`src/rtl/fa_serial_seq.sv`:
```
// Bit-serial add/subtract sequencer driving one external full-adder cell, LSB first.
// Optional subtract support is built in when the FA_SEQ_SUB_EN macro is defined.
module fa_serial_seq #(
    parameter int W = 8
) (
    input  logic         clk,
    input  logic         rst_n,
    input  logic         in_valid,
    output logic         in_ready,
    input  logic [W-1:0] a,
    input  logic [W-1:0] b,
    input  logic         cin,
`ifdef FA_SEQ_SUB_EN
    input  logic         sub,
`endif
    output logic         fa_a,
    output logic         fa_b,
    output logic         fa_ci,
    input  logic         fa_s,
    input  logic         fa_co,
    output logic         out_valid,
    input  logic         out_ready,
    output logic [W-1:0] sum,
    output logic         cout
);

    localparam int CW = (W > 2) ? $clog2(W) : 1;
    localparam logic [CW-1:0] LAST_BIT = CW'(W - 1);

    typedef enum logic [1:0] {
        IDLE,
        RUN,
        DONE
    } state_t;

    state_t        r_state;
    logic [W-1:0]  r_sa;
    logic [W-1:0]  r_sb;
    logic [W-1:0]  r_sumr;
    logic [W-1:0]  r_sum;
    logic          r_cr;
    logic          r_cout;
    logic [CW-1:0] r_cnt;
    logic          r_in_ready;
    logic          r_out_valid;
    logic          r_run;

    logic [W-1:0]  w_sb_load;
    logic          w_cr_load;
    logic [W-1:0]  w_sa_shift;
    logic [W-1:0]  w_sb_shift;
    logic [W-1:0]  w_sumr_shift;

`ifdef FA_SEQ_SUB_EN
    // Two's-complement subtract: invert B and force the initial carry to 1.
    assign w_sb_load = sub ? ~b : b;
    assign w_cr_load = sub ? 1'b1 : cin;
`else
    assign w_sb_load = b;
    assign w_cr_load = cin;
`endif

    // Operands drain toward bit 0; the adder sum enters the result at the MSB.
    genvar gi;
    generate
        for (gi = 0; gi < W - 1; gi++) begin : g_shift
            assign w_sa_shift[gi]   = r_sa[gi+1];
            assign w_sb_shift[gi]   = r_sb[gi+1];
            assign w_sumr_shift[gi] = r_sumr[gi+1];
        end
    endgenerate

    assign w_sa_shift[W-1]   = 1'b0;
    assign w_sb_shift[W-1]   = 1'b0;
    assign w_sumr_shift[W-1] = fa_s;

    always_ff @(posedge clk) begin
        if (!rst_n) begin
            r_state     <= IDLE;
            r_sa        <= '0;
            r_sb        <= '0;
            r_sumr      <= '0;
            r_sum       <= '0;
            r_cr        <= 1'b0;
            r_cout      <= 1'b0;
            r_cnt       <= '0;
            r_in_ready  <= 1'b1;
            r_out_valid <= 1'b0;
            r_run       <= 1'b0;
        end else begin
            case (r_state)
                IDLE: begin
                    if (in_valid) begin
                        r_sa       <= a;
                        r_sb       <= w_sb_load;
                        r_cr       <= w_cr_load;
                        r_cnt      <= '0;
                        r_in_ready <= 1'b0;
                        r_run      <= 1'b1;
                        r_state    <= RUN;
                    end
                end
                RUN: begin
                    r_sa   <= w_sa_shift;
                    r_sb   <= w_sb_shift;
                    r_sumr <= w_sumr_shift;
                    r_cr   <= fa_co;
                    r_cnt  <= r_cnt + 1'b1;
                    // Result is copied out on the last bit so it survives the next operation.
                    if (r_cnt == LAST_BIT) begin
                        r_sum       <= w_sumr_shift;
                        r_cout      <= fa_co;
                        r_run       <= 1'b0;
                        r_out_valid <= 1'b1;
                        r_state     <= DONE;
                    end
                end
                DONE: begin
                    if (out_ready) begin
                        r_out_valid <= 1'b0;
                        r_in_ready  <= 1'b1;
                        r_state     <= IDLE;
                    end
                end
                default: begin
                    r_run       <= 1'b0;
                    r_out_valid <= 1'b0;
                    r_in_ready  <= 1'b1;
                    r_state     <= IDLE;
                end
            endcase
        end
    end

    // The shared adder sees constant zeros outside RUN.
    assign fa_a      = r_run & r_sa[0];
    assign fa_b      = r_run & r_sb[0];
    assign fa_ci     = r_run & r_cr;
    assign in_ready  = r_in_ready;
    assign out_valid = r_out_valid;
    assign sum       = r_sum;
    assign cout      = r_cout;

endmodule

```
`config.mk`:
```
export PLATFORM = sky130hd
export DESIGN_NAME = fa_serial_seq
export DESIGN_NICKNAME = d
export VERILOG_FILES = /design/src/rtl/fa_serial_seq.sv
export SDC_FILE = /design/constraint.sdc
export NUM_CORES = 1
export LEC_CHECK = 0
export BUFFER_PORTS_ARGS = -buffer_cell sky130_fd_sc_hd__buf_2
export CORE_MARGIN = 2
export CORE_UTILIZATION = 55
export CTS_CLUSTER_SIZE = 30
export DETAILED_ROUTE_END_ITERATION = 7
export PLACE_DENSITY = 0.78
export SLEW_MARGIN = 20
export SYNTH_ARGS = -nofsm -noshare
export SYNTH_HDL_FRONTEND = slang
export SYNTH_SLANG_ARGS = --single-unit
```
`constraint.sdc`:
```
create_clock -name clk -period 3 [get_ports clk]
set_input_delay 0.6 -clock clk [delete_from_list [all_inputs] [get_ports clk]]
set_output_delay 0.6 -clock clk [all_outputs]
set_load 0.02 [all_outputs]
```
# Yosys cells after proc, flatten, opt, wreduce, memory -nomap -nowiden
# Cells that the tools add are included.
[word_totals] inputBits=23 wordCells=53 reg_bits=42 output_inout_bits=14
[classes] addsub=1 bitwise_logic=6 mux=21 reduce_logical=8 n_eq_ne=6
[ops] operator="$pmux 8 s2" count=2
[ops] operator="$mux 8" count=2
[ops] operator="$reduce_and 3->1" count=4
[ops] operator="$pmux 1 s3" count=3
[ops] operator="$mux 1" count=7
[ops] operator="$mux 2" count=3
[ops] operator="$ne 2x2->1 const B" count=3
[ops] operator="$pmux 2 s3" count=1
[ops] operator="$pmux 3 s2" count=1
[ops] operator="$reduce_and 2->1" count=2
[ops] operator="$add 3x1->3 const B" count=1
[ops] operator="$and 1x1->1" count=3
[ops] operator="$eq 3x3->1 const B" count=1
[ops] operator="$mux 3" count=1
[ops] operator="$not 1->1" count=3
[ops] operator="$eq 2x1->1 const B" count=1
[ops] operator="$eq 2x2->1 const B" count=1
[ops] operator="$logic_not 2->1" count=1
[ops] operator="$pmux 1 s2" count=1
[ops] operator="$reduce_bool 2->1" count=1

# Longest topological paths before layout
# Gate-level depths: netlist of run 1.
[depth] ltp_word=3 ltp_mapped=6

# Worst setup path after synthesis of run 1
# OpenSTA, ideal clock, no wires.
[synth_timing] path_kind="input to register" startpoint="in in_valid" endpoint="reg r_cr" required_time_ps=2897 setup_slack_ps=1384 arrival_time_ps=1513 path_buffers=2 cell_stages=5 cell_sequence="nor2_2 -> or3b_1 -> buf_2 -> buf_6 -> a222oi_1"
[synth_via] elab_chain_cells=2
[synth_rtl] item="start, declared" line="8" rtl="input logic in_valid,"
[synth_rtl] item="$ne 2x2->1 (no source line)"
[synth_rtl] item="$reduce_and 2->1 (no source line)"
[synth_rtl] item="end signal, assigned" line="96" rtl="r_cr <= w_cr_load;"
[synth_rtl] item="end signal, assigned" line="107" rtl="r_cr <= fa_co;"
[synth_rtl] item="end, declared" line="41" rtl="logic r_cr;"
# Every way passes these cells.
# A chain may end at the register's enable or synchronous reset.

# Final worst setup path of run 1
[layout_timing] startpoint="reg r_state[0]" endpoint="reg r_sa[1]"
[layout_via] elab_chain_cells=3 word_cells_on_any_way=6
[layout_rtl] item="start, declared" line="36" rtl="state_t r_state;"
[layout_rtl] item="start signal, assigned" line="79" rtl="r_state <= IDLE;"
[layout_rtl] item="start signal, assigned" line="100" rtl="r_state <= RUN;"
[layout_rtl] item="start signal, assigned" line="115" rtl="r_state <= DONE;"
[layout_rtl] item="$eq 2x1->1 or $logic_not 2->1 (tied branches)" line="91" rtl="case (r_state)"
[layout_rtl] item="$reduce_bool 2->1 (no source line) or $ne 2x2->1 (tied branches)"
[layout_rtl] item="$reduce_and 2->1 (no source line)"
[layout_rtl] item="end signal, assigned" line="104" rtl="r_sa <= w_sa_shift;"
[layout_rtl] item="end, declared" line="37" rtl="logic [W-1:0] r_sa;"
# Parallel ways exist; a longest one is shown, timed or not.

==> results.txt, run 1 <==
* Status: finished clean
- Static timing analysis puts the maximum clock frequency at 0.522 GHz.
- Measured along the y axis, the die boundary spans roughly 60 um.
- CP Cell Sequence: buf_4 > nor2_2 > or3b_1 > a222oi_1
- Worst relative slew slack: 43.9%
* Number of iterations in the first detailed-routing pass: 5
- In this run the cell area of the synthesized design comes to 0.00173 sq mm.
- Leakage power summed over all cells: 0.000822 uW
- Max-capacitance violation count: 0
- For the pin with the worst max-slew slack, the measured transition is around 0.84 ns.
* Sequential share of the synthesized area: 47.4%
- From left edge to right edge, the die measures 60.1 um.
- Buffers inserted during clock tree synthesis total 5.
* Final antenna diode count: 0
- The count of final hold-check violations was 0.
* Total setup violations reported at the end of the flow: 0
* CTS Root Cell: clkbuf_4
* Total wire length: 3.64 mm
- For this configuration, the core starts out at a cell density of 57.1%.
- CP arrival: 2.16 ns
* Core Area: 0.00303 sq mm
- Number of library cell types mapped by synthesis: 25
* Crit-path max FO: 26
- Using the TritonRoute via totals, the vias-per-cell ratio works out to 5.43.
- Min cycle time layout: 1.92 ns
- Clock transition time at the flip-flop clock pins of the worst setup and hold paths: around 0.12 ns
- Cells with a size suffix above 1 make up about a fifth of the layout.
- Number of core rows: 20
* Worst hold path class: reg -> reg
- WL/cell: 13.2 um
* Hold-fix buffer count after cts: 0
- Critical path type: reg -> reg
- The number of antenna violations at the first check in global routing was 0.
- Clk buf depth: 2
* Post-Synthesis Net Count: 228
- At the end of routability-driven placement, the weighted congestion stood at 0.746.
* Footprint of the multi-input gates: 828 sq um
* Storage cell area: 821 sq um
- In this run the post-CTS setup repair buffer count came out at 0.
- The die covers 0.00361 sq mm.
- Max-slew violation count: 0
- Power density over the cells: roughly 490 mW/mm^2
* Sum of overflow across all layers after global routing: 0
- At the later pin of the worst-skew pair, clock insertion delay measures 0.35 ns.
- Global routing usage summed across all routing layers: 21.6%
- Vias: 1500
* Final sum of negative setup slack: 0 ns
* Sort of element at the start of the critical path: flop
- Compared with the post-synthesis result, the final layout area differs by 13.2%.
* First-pass GRT wire length: ~5.7 mm
- In the layout the commonest cells are dfxtp_1 (41), nand2_1 (38), buf_2 (36), nand3_1 (22), o21ai_0 (15).
* Peak supply drop: 438 uV
* Post-synthesis register bit count: 41
* Final nets: 256
- Share of the clock period used by the worst path: between 60 and 70%
- Port Buf Inserts: 36
- The worst setup path is captured at a flop.
- TritonCTS clock tree: built
* Unrepaired setup endpoints after global routing: no
* Synth Warn #: 0
- The clock tree synthesis step divided the H-tree into 2 levels.
* Number of design rule violations left after detail routing: 0
- For this design, the slowest cell found on the critical path is or3b_1.
* CP Data Required Time: 3.24 ns
- In this design, the stage delay of the slowest critical-path cell is 0.60 ns.
- Clock tree synthesis found a total of 41 sinks.
* Worst Skew: ~0.0068 ns
- Syn Area/Cell: roughly 8.5 sq um
- Detailed router's first-iteration violation count: 88
- The number of global-route vias before repair came to 1275.
* I/O pin count: 37
- Maximum number of pins on one net before global-route repair: 57
* Post-DP HPWL: ~2.4 mm
- Counting the fill cells in the layout gives 292.
* Number of nets with antenna violations after detailed routing: 0
- Most common library cell in the layout ignoring fill and taps: dfxtp_1
- Synthesis produced a netlist whose cell count is ~200.
- Cells fill 64.7% of the core in the end.
- Gates resized during post-CTS repair numbered 0.
==> sequential cells by signal, summed over array words and instances (netlist names) <==
register and count:
r_sa 8, r_sb 8, sum 8, r_sumr 7
r_cnt 3, r_state 2, cout 1, in_ready 1
out_valid 1, r_cr 1, r_run 1
==> layer usage <==
layer,track usage (%),wire (um)
met1,29.0,1770
met2,32.3,1600
met3,5.19,193
met4,10.8,75
met5,0,0
==> layout make-up <==
| type | instances | share of cell area [%] |
|---|---|---|
| Clock buffer | 5 | 1.92 |
| Clock inverter | 3 | 0.895 |
| Inverter | 1 | 0.192 |
| Multi-Input combinational cell | 144 | 42.3 |
| Sequential cell | 41 | 41.9 |
| Tap cell | 44 | 2.81 |
| Timing Repair Buffer | 38 | 9.97 |
==> where the power goes <==
group          switching, uW  internal, uW  leakage [uW]
sequential              14.7           571      0.000335
clock                    183          88.4     0.0000310
combinational           61.6          45.6      0.000456
total                    259           705      0.000822
==> metrics by stage <==
step | setup slack, ns | cells | power [uW] | cell area (sq um) | hold WS, ns
6_report | 1.08 | 276 | 964 | 1960 | 0.451
5_1_grt | 1.01 | 276 | 1010 | 1960 | 0.474
4_1_cts | 1.10 | 276 | 973 | 1960 | 0.456
3_5_place_dp | 1.02 | 268 | 704 | 1900 | 0.439
3_3_place_gp | 1.05 | 268 | 701 | 1900 | 0.434
2_1_floorplan | 1.38 | 203 | 671 | 1730 | 0.434
==> critical path, delay by kind of cell (launching register included) <==
kind / cells / cell delay (ns)
and+or+nand+nor: 2 / 0.75
AOI/OAI and AO/OA: 1 / 0.43
DFF: 1 / 0.33
buffers and inverters: 1 / 0.30
==> cells in the mapped netlist, drive strengths merged <==
master	number	share of area [%]
nor2b	11	4.0
nand2	38	8.2
buf	4	1.7
o21a	1	0.43
a222oi	8	4.6
and3b	1	0.51
o211ai	7	3.0
o21ai	15	4.3
nand2b	1	0.36
or3b	1	0.51
nor3b	2	0.87
nor2	13	3.0
a21boi	7	3.0
clkbuf	13	2.8
and2	3	1.1
a21oi	2	0.58
mux2i	8	4.6
nand3	22	6.4
dfxtp	41	47
ha	2	1.4
nand3b	2	0.87
inv	1	0.22
==> path summary, 6_finish.rpt <==
check,start,endpoint,slack (ns),cells past startpoint
min reg2reg,sum[4]$_SDFFE_PN0P_,sum[4]$_SDFFE_PN0P_,0.45,2
min,sum[4]$_SDFFE_PN0P_,sum[4]$_SDFFE_PN0P_,0.45,2
max,r_state[0]$_SDFFE_PN0P_,r_sa[1]$_SDFFE_PN0P_,1.08,4
max reg2reg,r_state[0]$_SDFFE_PN0P_,r_sa[1]$_SDFFE_PN0P_,1.08,4
==> cell families after synthesis <==
group / Yosys count / synth area share [%]
and+or+nand+nor: 94 / 25.7
DFF: 41 / 47.4
AOI/OAI and AO/OA: 40 / 16.1
buffers and inverters: 18 / 4.70
muxes: 8 / 4.63
adders and majority gates: 2 / 1.45
No activity file was read; power rests on OpenSTA's default activity.
==> inputs of run 2 (changes only) <==
--- a/config.mk
+++ b/config.mk
@@ -7,10 +7,10 @@
 export LEC_CHECK = 0
 export BUFFER_PORTS_ARGS = -buffer_cell sky130_fd_sc_hd__buf_2
 export CORE_MARGIN = 2
-export CORE_UTILIZATION = 55
+export CORE_UTILIZATION = 48
 export CTS_CLUSTER_SIZE = 30
 export DETAILED_ROUTE_END_ITERATION = 7
-export PLACE_DENSITY = 0.78
+export PLACE_DENSITY = 0.72
 export SLEW_MARGIN = 20
 export SYNTH_ARGS = -nofsm -noshare
 export SYNTH_HDL_FRONTEND = slang
==> constraint.sdc (replaced) <==
create_clock -name clk -period 1.7 [get_ports clk]
set_input_delay 0.34 -clock clk [delete_from_list [all_inputs] [get_ports clk]]
set_output_delay 0.34 -clock clk [all_outputs]
set_load 0.02 [all_outputs]
==> results.txt, run 2 (synthesized netlist as in run 1, its figures left out) <==
- The maximum buffer depth of the clock tree is 2 (unchanged).
- Core Area: 0.00339 sq mm (was 0.00303 sq mm)
* Net switching fraction of the power: 23.8% (was 26.9%)
- Grt met2 use: 28.9% (was 32.3%)
- Number of core rows: 21 (was 20)
- Global routing usage summed across all routing layers: 18.3% (was 21.6%)
- The overflow left after global routing is 0 (unchanged).
- Area growth, synth to finish: 17.4% (was 13.2%)
* Most common library cell in the layout ignoring fill and taps: dfxtp_1 (unchanged)
- CTS H-tree lvls: 2 (unchanged)
- The area of all placed cells without fillers is 0.00203 sq mm (was 0.00196 sq mm).
- Leakage power summed over all cells: 0.000868 uW (was 0.000822 uW)
- Global routing met3 resource utilization: 5.99% (was 5.19%)
- Starting density of the core: 51.1% (was 57.1%)
- The number of global-route vias before repair is 1327 (was 1275).
- The layout cell share with drive strength beyond 1 was 22.3% (was 20.3%).
- Clock transition time at the flip-flop clock pins of the worst setup and hold paths: 0.12 ns (about the same)
- Per-cell via count in the routed design: 5.18 (was 5.43)
- The post-placement cell area is 0.00196 sq mm (was 0.00190 sq mm).
* Antenna violations before repair: 0 (unchanged)
* Port Buf Inserts: 36 (unchanged)
- The class of the most critical setup path is reg -> out (was reg -> reg).
- The first-pass GRT wire length came to 5.89 mm (was 5.73 mm).
- For this run, the top clock speed supported by timing is slightly above 0.7 GHz.
* Die area: 0.00410 sq mm (was 0.00361 sq mm)
* I/O pin count: 37 (unchanged)
- The CTS root buffer was clkbuf_4 (unchanged).
- The endpoint type of the worst setup path is an output pin (was flop).
- Status: finished clean (unchanged)
- The critical path required time came to 1.36 ns (was 3.24 ns).
* Max-capacitance violation count: 0 (unchanged)
- The worst clock skew on the final layout was 0.0103 ns (was 0.00678 ns).
- Most frequent cells in the layout: dfxtp_1 (41), nand2_1 (38), buf_2 (36), nand3_1 (22), o21ai_0 (15) (unchanged).
- The clock period could shrink to 1.42 ns.
- Proportion of power drawn by flip-flops and latches: 56.3% (was 60.7%)
- Crit-path max FO: 4 (was 26)
* Max-slew violation count: 0 (unchanged)
- Share of power burned in the clock network: 32.9% (was 28.1%)
- The die width is 64.0 um (was 60.1 um).
- Die height: 64.0 um (was 60.1 um)
- Worst relative slew slack: 65.7% (was 43.9%)
* Number of design rule violations left after detail routing: 0 (unchanged)
- The internal power of the cells came to 1400 uW (was 705 uW).
- Share of the clock period used by the worst path: 83.4%
* Post-CTS Repair Setup Buffers: 0 (unchanged)
- Unrepaired setup endpoints after global routing: no (unchanged)
* Worst hold path class: in -> reg (was reg -> reg)
* Last weighted congestion value of the routability-driven placer: 0.718 (was 0.746)
* Number of iterations in the first detailed-routing pass: 4 (was 5)
- The final wirelength is 3.37 mm (was 3.64 mm).
- The number of nets still failing antenna checks after routing came to 0 (unchanged).
- Total setup violations reported at the end of the flow: 0 (unchanged)
- The number of sinks driven by the clock tree came to 41 (unchanged).
* Worst-skew pair later-pin latency: 0.35 ns (about the same)
* TritonCTS clock tree: built (unchanged)
- Final nets: 263 (was 256)
- The count of final hold-check violations was 0 (unchanged).
- The maximum resistive drop on vdd was 800 uV (was 438 uV).
- Reported net switching power: 436 uW (was 259 uW)
- Logic pwr share: 10.8% (was 11.1%)
- The starting DRC count in detailed routing is 117 (was 88).
- The largest net degree at the start of global routing was 57 (unchanged).
- The data arrival time at the worst-slack endpoint is 1.08 ns (was 2.16 ns).
- Post-DP HPWL: 2.30 mm (was 2.39 mm)
- Post_cts resized: 0 (unchanged)
- The worst hold margin came to 0.214 ns (was 0.451 ns).
* Sort of element at the start of the critical path: flop (unchanged)
* Vias: 1470 (was 1500)
- The global routing's busiest layer was met2 (unchanged).
- The number of CTS-inserted buffers came to 5 (unchanged).
* Final sum of negative setup slack: 0 ns (unchanged)
- The antenna diode count was 0 (unchanged).
* Hold-fix buffer count after cts: 0 (unchanged)
- The average wire per cell in the routed design came to 11.9 um (was 13.2 um).
- Power density over the cells: 904 mW/mm^2 (was 493 mW/mm^2)
- Slew at the pin with the worst max-slew slack: 0.513 ns (was 0.840 ns)
* Met1 layer usage reported by global route: 23.3% (was 29.0%)
==> run 2: changes by cell type in the layout (fill, tap and decap cells not counted) <==
cell,delta
bufinv_16,+1
clkinvlp_4,-1
clkinv_2,-1
buf_4,+7
==> run 2: stage by stage <==
| stage | utilization [%] | std cells | worst slack [ns] | total power (uW) |
|---|---|---|---|---|
| after floorplan | - | 203 | 0.251 | 1180 |
| after global placement | 57.8 | 277 | 0.204 | 1250 |
| after detailed placement | 57.8 | 277 | 0.167 | 1250 |
| after CTS | 59.9 | 284 | 0.260 | 1860 |
| after global routing | 59.9 | 284 | 0.129 | 1930 |
| final | 59.9 | 284 | 0.282 | 1840 |
==> run 2: critical path: stages (launching register included) <==
cell	delay, ns
dfxtp_1	0.42
and2_1	0.14
buf_2	0.16
==> run 2: worst paths after layout <==
path | from | to | slack (ns) | cells after the start
min reg2reg | sum[7]$_SDFFE_PN0P_ | sum[7]$_SDFFE_PN0P_ | 0.45 | 2
min | a[7] | r_sa[7]$_SDFFE_PN0P_ | 0.21 | 3
max reg2reg | r_state[0]$_SDFFE_PN0P_ | r_sa[2]$_SDFFE_PN0P_ | 0.28 | 3
max | r_run$_SDFFE_PN0P_ | fa_b | 0.28 | 2
==> run 2: power groups by stage <==
stage               sequential [uW]  clock (uW)  combinational, uW
floorplan                      1050           0                136
finish                         1030         604                198
detailed placement             1060           0                199
CTS                            1030         629                200
global placement               1050           0                197
global route                   1040         665                221
==> run 2: routing by layer <==
metal | part of all wire (%) | vias up
met5 | 0 | -
met4 | 1.3 | 0
met3 | 4.6 | 6
met2 | 45 | 30
met1 | 49 | 659
li1 | - | 775
==> run 2: cell type report <==
type / instances / area, sq um
inverter: 1 / 3.75
fill: 335 / 1360
sequential: 41 / 821
clock inverter: 2 / 35.0
clock buffer: 5 / 37.5
tap: 46 / 57.6
timing repair buffer: 45 / 248
multi-input combinational: 144 / 828
